**src/rtl/usb_tx_sequencer.sv**
```systemverilog
`default_nettype none
// ============================================================================
// Module   : usb_tx_sequencer
// Purpose  : Transmit scheduler in front of the bit-stuffer. Picks one of the
//            handshake/token/data sources, shifts the packet out LSB-first
//            with its type code, waits for the stuffer to drain, then drives
//            EOP and an inter-packet gap before the next grant.
// Revision : 1.0 - initial release
// ============================================================================
module usb_tx_sequencer #(
  parameter int EOP_CYCLES    = 2,
  parameter int GAP_CYCLES    = 2,
  parameter int DRAIN_TIMEOUT = 31
) (
  input  logic        clk,
  input  logic        rst_b,
  input  logic [2:0]  req,
  input  logic [15:0] pkt_hs,
  input  logic [31:0] pkt_tok,
  input  logic [95:0] pkt_data,
  input  logic        abort,
  output logic [2:0]  ack,
  output logic        stf_bit,
  output logic [1:0]  stf_type,
  input  logic [1:0]  stf_busy,
  input  logic [5:0]  stf_stuffed,
  output logic        eop,
  output logic        done,
  output logic [5:0]  last_stuffed,
  output logic        err_timeout
);

  localparam logic [2:0] S_IDLE  = 3'd0;
  localparam logic [2:0] S_SEND  = 3'd1;
  localparam logic [2:0] S_DRAIN = 3'd2;
  localparam logic [2:0] S_EOP   = 3'd3;
  localparam logic [2:0] S_GAP   = 3'd4;

  localparam logic [1:0] c_type_idle = 2'b00;
  localparam logic [1:0] c_type_tok  = 2'b01;
  localparam logic [1:0] c_type_data = 2'b10;
  localparam logic [1:0] c_type_hs   = 2'b11;

  localparam logic [4:0] c_timeout    = 5'(DRAIN_TIMEOUT);
  localparam logic [4:0] c_timeout_m1 = 5'(DRAIN_TIMEOUT - 1);
  localparam logic [7:0] c_eop_last   = 8'(EOP_CYCLES - 1);
  localparam logic [7:0] c_gap_last   = 8'(GAP_CYCLES - 1);

  logic [2:0]  r_state;
  logic [95:0] r_sreg;
  logic [6:0]  r_bitcnt;
  logic [1:0]  r_type;
  logic [4:0]  r_timer;
  logic [7:0]  r_tcnt;
  logic        r_done;
  logic [5:0]  r_last_stuffed;
  logic        r_err;

  logic [2:0]  w_grant;
  logic [95:0] w_pkt;
  logic [6:0]  w_len_m1;
  logic [1:0]  w_type;

  // Fixed-priority selection: handshake beats token beats data.
  always_comb begin
    w_grant  = 3'b000;
    w_pkt    = '0;
    w_len_m1 = 7'd0;
    w_type   = c_type_idle;
    if (req[0]) begin
      w_grant  = 3'b001;
      w_pkt    = {80'd0, pkt_hs};
      w_len_m1 = 7'd15;
      w_type   = c_type_hs;
    end else if (req[1]) begin
      w_grant  = 3'b010;
      w_pkt    = {64'd0, pkt_tok};
      w_len_m1 = 7'd31;
      w_type   = c_type_tok;
    end else if (req[2]) begin
      w_grant  = 3'b100;
      w_pkt    = pkt_data;
      w_len_m1 = 7'd95;
      w_type   = c_type_data;
    end
  end

  // Grant is only offered from IDLE; rst_b gating keeps ack quiet during reset.
  assign ack          = (rst_b && (r_state == S_IDLE)) ? w_grant : 3'b000;
  assign stf_bit      = (r_state == S_SEND) ? r_sreg[0] : 1'b0;
  assign stf_type     = (r_state == S_SEND) ? r_type : c_type_idle;
  assign eop          = (r_state == S_EOP);
  assign done         = r_done;
  assign last_stuffed = r_last_stuffed;
  assign err_timeout  = r_err;

  // Packet sequencing FSM with shift register, bit counter and phase timers.
  always_ff @(posedge clk or negedge rst_b) begin
    if (!rst_b) begin
      r_state        <= S_IDLE;
      r_sreg         <= '0;
      r_bitcnt       <= 7'd0;
      r_type         <= c_type_idle;
      r_timer        <= 5'd0;
      r_tcnt         <= 8'd0;
      r_done         <= 1'b0;
      r_last_stuffed <= 6'd0;
      r_err          <= 1'b0;
    end else begin
      r_done <= 1'b0;
      case (r_state)
        S_IDLE: begin
          if (w_grant != 3'b000) begin
            r_sreg   <= w_pkt;
            r_bitcnt <= w_len_m1;
            r_type   <= w_type;
            r_timer  <= 5'd0;
            r_err    <= 1'b0;
            r_state  <= S_SEND;
          end
        end
        S_SEND: begin
          r_sreg <= {1'b0, r_sreg[95:1]};
          if (r_bitcnt != 7'd0) begin
            r_bitcnt <= r_bitcnt - 7'd1;
          end
          // Abort takes precedence over the final-bit transition.
          if (abort) begin
            r_tcnt  <= 8'd0;
            r_state <= S_GAP;
          end else if (r_bitcnt == 7'd0) begin
            r_state <= S_DRAIN;
          end
        end
        S_DRAIN: begin
          if (abort) begin
            r_tcnt  <= 8'd0;
            r_state <= S_GAP;
          end else if (stf_busy == 2'b00) begin
            r_last_stuffed <= stf_stuffed;
            r_tcnt         <= 8'd0;
            r_state        <= S_EOP;
          end else begin
            if (r_timer != c_timeout) begin
              r_timer <= r_timer + 5'd1;
            end
            // The increment in this cycle reaches the limit: give up waiting.
            if (r_timer >= c_timeout_m1) begin
              r_err          <= 1'b1;
              r_last_stuffed <= stf_stuffed;
              r_tcnt         <= 8'd0;
              r_state        <= S_EOP;
            end
          end
        end
        S_EOP: begin
          if (r_tcnt == c_eop_last) begin
            r_done  <= 1'b1;
            r_tcnt  <= 8'd0;
            r_state <= S_GAP;
          end else begin
            r_tcnt <= r_tcnt + 8'd1;
          end
        end
        S_GAP: begin
          if (r_tcnt == c_gap_last) begin
            r_state <= S_IDLE;
          end else begin
            r_tcnt <= r_tcnt + 8'd1;
          end
        end
        default: r_state <= S_IDLE;
      endcase
    end
  end

endmodule
`default_nettype wire

```
**config.mk**
```make
export PLATFORM = sky130hd
export DESIGN_NAME = usb_tx_sequencer
export DESIGN_NICKNAME = d
export VERILOG_FILES = /design/src/rtl/usb_tx_sequencer.sv
export SDC_FILE = /design/constraint.sdc
export NUM_CORES = 1
export LEC_CHECK = 0
export ABC_CLOCK_PERIOD_IN_PS = 2600
export BUFFER_PORTS_ARGS = -buffer_cell sky130_fd_sc_hd__buf_4
export CORE_MARGIN = 2
export CORE_UTILIZATION = 25
export CTS_CLUSTER_SIZE = 8
export DETAILED_ROUTE_END_ITERATION = 10
export RECOVER_POWER = 50
export SYNTH_ARGS = -nofsm -noshare
export SYNTH_HDL_FRONTEND = slang
export SYNTH_SLANG_ARGS = --single-unit
```
**constraint.sdc**
```tcl
create_clock -name clk -period 2.6 [get_ports clk]
set_input_delay 0.13 -clock clk [delete_from_list [all_inputs] [get_ports clk]]
set_output_delay 0.13 -clock clk [all_outputs]
set_load 0.02 [all_outputs]
```
==> summary.md <==
| Metric | Value |
|---|---|
| Status | `complete, no violations` |
| Initial Util | `25.3%` |
| # rows | `60` |
| Slew HR | `30.8%` |
| Hold crit path type | `in2reg` |
| Vias | `6,499` |
| Total Nets Final | `1,140` |
| PD cells | `1030 nW/um^2` |
| Commonest non-fill, non-tap cell in the layout | `buf_4` |
| Layout fillers | `2,786` |
| Post-synth EDFFs | `0` |
| Setup Viol. Count Final | `0` |
| Die Area | `28,400 um^2` |
| Cell area after layout | `9520 um^2` |
| Area Overhead vs Synth | `40.8%` |
| CTS clock-pin slew for the worst setup and hold paths | `about 60 ps` |
| Vias in the first global route | `around 6,200` |
| Hold Fails Final Rpt | `0` |
| Req. time, crit path | `2930 ps` |
| Ys async rst share | `between 90% and 100%` |
| CTS Buf Count | `17` |
| Port buffer count | `172` |
| First-pass GRT wire length | `31.1 mm` |
| Post-DRT Antenna Nets | `0` |
| Initial antenna violation count | `0` |
| TritonCTS clock tree | `built` |
| Final min period | `2140 ps` |
| Die height | `168 um` |
| Worst slew pin tran | `between 1000 and 1500 ps` |
| Yosys cell types | `62` |
| Worst Setup EP | `r_state[0]` |
| Sequential standard cell area | `roughly 3200 um^2` |
| DPL Wire Length | `12.7 mm` |
| Placed instance area | `8380 um^2` |
| CP endpoint kind | `register` |
| Commonest non-fill, non-tap cells in the layout | `buf_4, dfrtp_1, nor2_1, nand2_1, nand3_1` |
| Clock Tree Root | `clkbuf_16` |
| Yosys warns | `0` |
| Post_cts resized | `0` |
| Worst-case vdd ir drop | `0.393 mV` |
| RSZ-0062 raised after global routing | `no` |
| Max clock buf depth | `2` |
| Critical path class | `reg2reg` |
| LEAKAGE | `4.19 nW` |
| DRT Wirelength | `19.2 mm` |
| Critical path data arrival time | `2470 ps` |
| Synth Cell Area | `6760 um^2` |
| Crit-path max FO | `6` |
| Ant. Diodes | `0` |
| Worst skew pair latency | `410 ps` |
| Clock sinks | `129` |
| Overall power | `9.83 mW` |
| Dpl cells | `1,242` |
| Setup TNS | `0 ps` |
| Syn Nets | `~940` |
| FF-to-FF Start | `r_bitcnt[0]` |
| Final core occ | `35.6%` |
| Crit path from | `r_bitcnt[0]` |
| CORE AREA | `about 27,000 um^2` |
| Mapped Cells | `778` |
| CP Launch Type | `register` |
| H-tree levels | `4` |
| Final GP Congestion | `0.789` |
| Period Utilization, post-route | `between 80% and 90%` |
| Multi-input logic area | `3200 um^2` |
| Io pins | `173` |
| DR vias/cell | `4.89` |
| Fmax | `0.466 GHz` |
| Fin cells | `1,328` |
| Routed length per instance | `14.5 um` |
| Proportion of layout cells with a drive suffix above 1 | `between 20% and 30%` |
| Syn Area/Cell | `8.69 um^2` |
| Total grt overflow | `0` |
| Final Skew | `8.49 ps` |
| Die Width | `168 um` |
| Final Slew Violations | `0` |
| Post-CTS Repair Setup Buffers | `0` |
| Primary FF master, synth | `dfrtp_1` |
| Pre-Repair DR Iteration Count | `6` |
| R2R cell count | `6` |
| GRT Overall Usage | `13.5%` |
| Sequential area share after synthesis | `47.7%` |
| Largest net degree at the start of global routing | `~110` |
| Worst r2r dst | `r_state[0]` |
| DRT iter0 DRCs | `535` |
| Drt drc | `0` |
| Max-Cap Viols | `0` |
| R2R Setup Slk | `460 ps` |
| #FFs+latches synth | `129` |
## sequential cells by signal, summed over array words and instances, names as in the netlist
register	count
r_sreg	96
r_tcnt	8
r_bitcnt	7
last_stuffed	6
r_timer	5
r_state	3
r_type	2
done	1
err_timeout	1
## metrics by stage
step | setup WS [ps] | hold WS, ps
after CTS | 431 | 0.00863
after detailed placement | 460 | 178
final | 456 | 18.7
after global routing | 213 | 0.314
after global placement | 538 | 171
after floorplan | 603 | -166
## logic make-up (layout without fill, tap and decap cells)
group	count (synthesis)	in the layout	share of synthesized area [%]
flops	129	129	47.7
mux	10	10	1.61
compound gates	201	201	19.8
simple gates	355	355	24.6
buf+inv	77	286	5.14
fa+ha+maj	6	6	1.11
## power breakdown
group	switching [mW]	internal, mW
logic	2.28	1.54
registers	0.546	2.91
clock network	0.855	1.70
## worst min-delay path by stage
stage | startpoint | to | cells past startpoint
floorplan | rst_b | done | 0
global placement | rst_b | r_state[0] | 1
detailed placement | rst_b | r_type[1] | 1
CTS | pkt_data[55] | r_sreg[55] | 3
global route | pkt_data[42] | r_sreg[42] | 3
finish | pkt_data[55] | r_sreg[55] | 3
## worst max-delay path, stage by stage (launching register included)
cell      delay [ps]
dfrtp_1          400
inv_1             70
ha_1             190
or4b_4           510
or3_4            380
a311oi_2         300
mux2i_1          220
## repair_timing
item / in CTS / in global routing
setup endpoints to repair: 0 / 0
hold buffers: 56 / 0
hold endpoints to repair: 114 / 0
## synthesized netlist by cell type (all sizes together), types with 3 or more instances
cell type	n	area, um^2
dfrtp	129	3230
nor2	113	424
nand2	92	345
nand3	85	425
a31oi	80	500
clkbuf	46	203
a21oi	39	195
nand2b	20	128
buf	19	100
o21ai	19	103
a221o	16	160
a22oi	16	120
inv	12	45.0
mux2	7	78.8
o31ai	7	52.6
or3	7	48.8
ha	6	75.1
and3	5	31.3
nor3b	5	58.8
and2	4	25.0
nor2b	4	25.0
nor3	4	25.0
nor4	4	25.0
o221ai	4	35.0
mux2i	3	30.0
or4	3	23.8
## layout make-up
| cell class | instances | area share [%] |
|---|---|---|
| clock buffers | 25 | 5.21 |
| clock inverters | 5 | 1.31 |
| inverters | 12 | 0.473 |
| multi-input cells | 572 | 33.6 |
| flip-flops and latches | 129 | 33.9 |
| well taps | 341 | 4.48 |
| repair buffers | 244 | 21.0 |
## routing by layer
metal / track usage (%) / vias up / wire, um
met2: 22.0 / 164 / 9110
met1: 18.1 / 3113 / 8930
met5: 0 / - / 0
met4: 4.72 / 0 / 353
li1: - / 3197 / -
met3: 2.53 / 25 / 804
(Power assumes the default switching activity.)
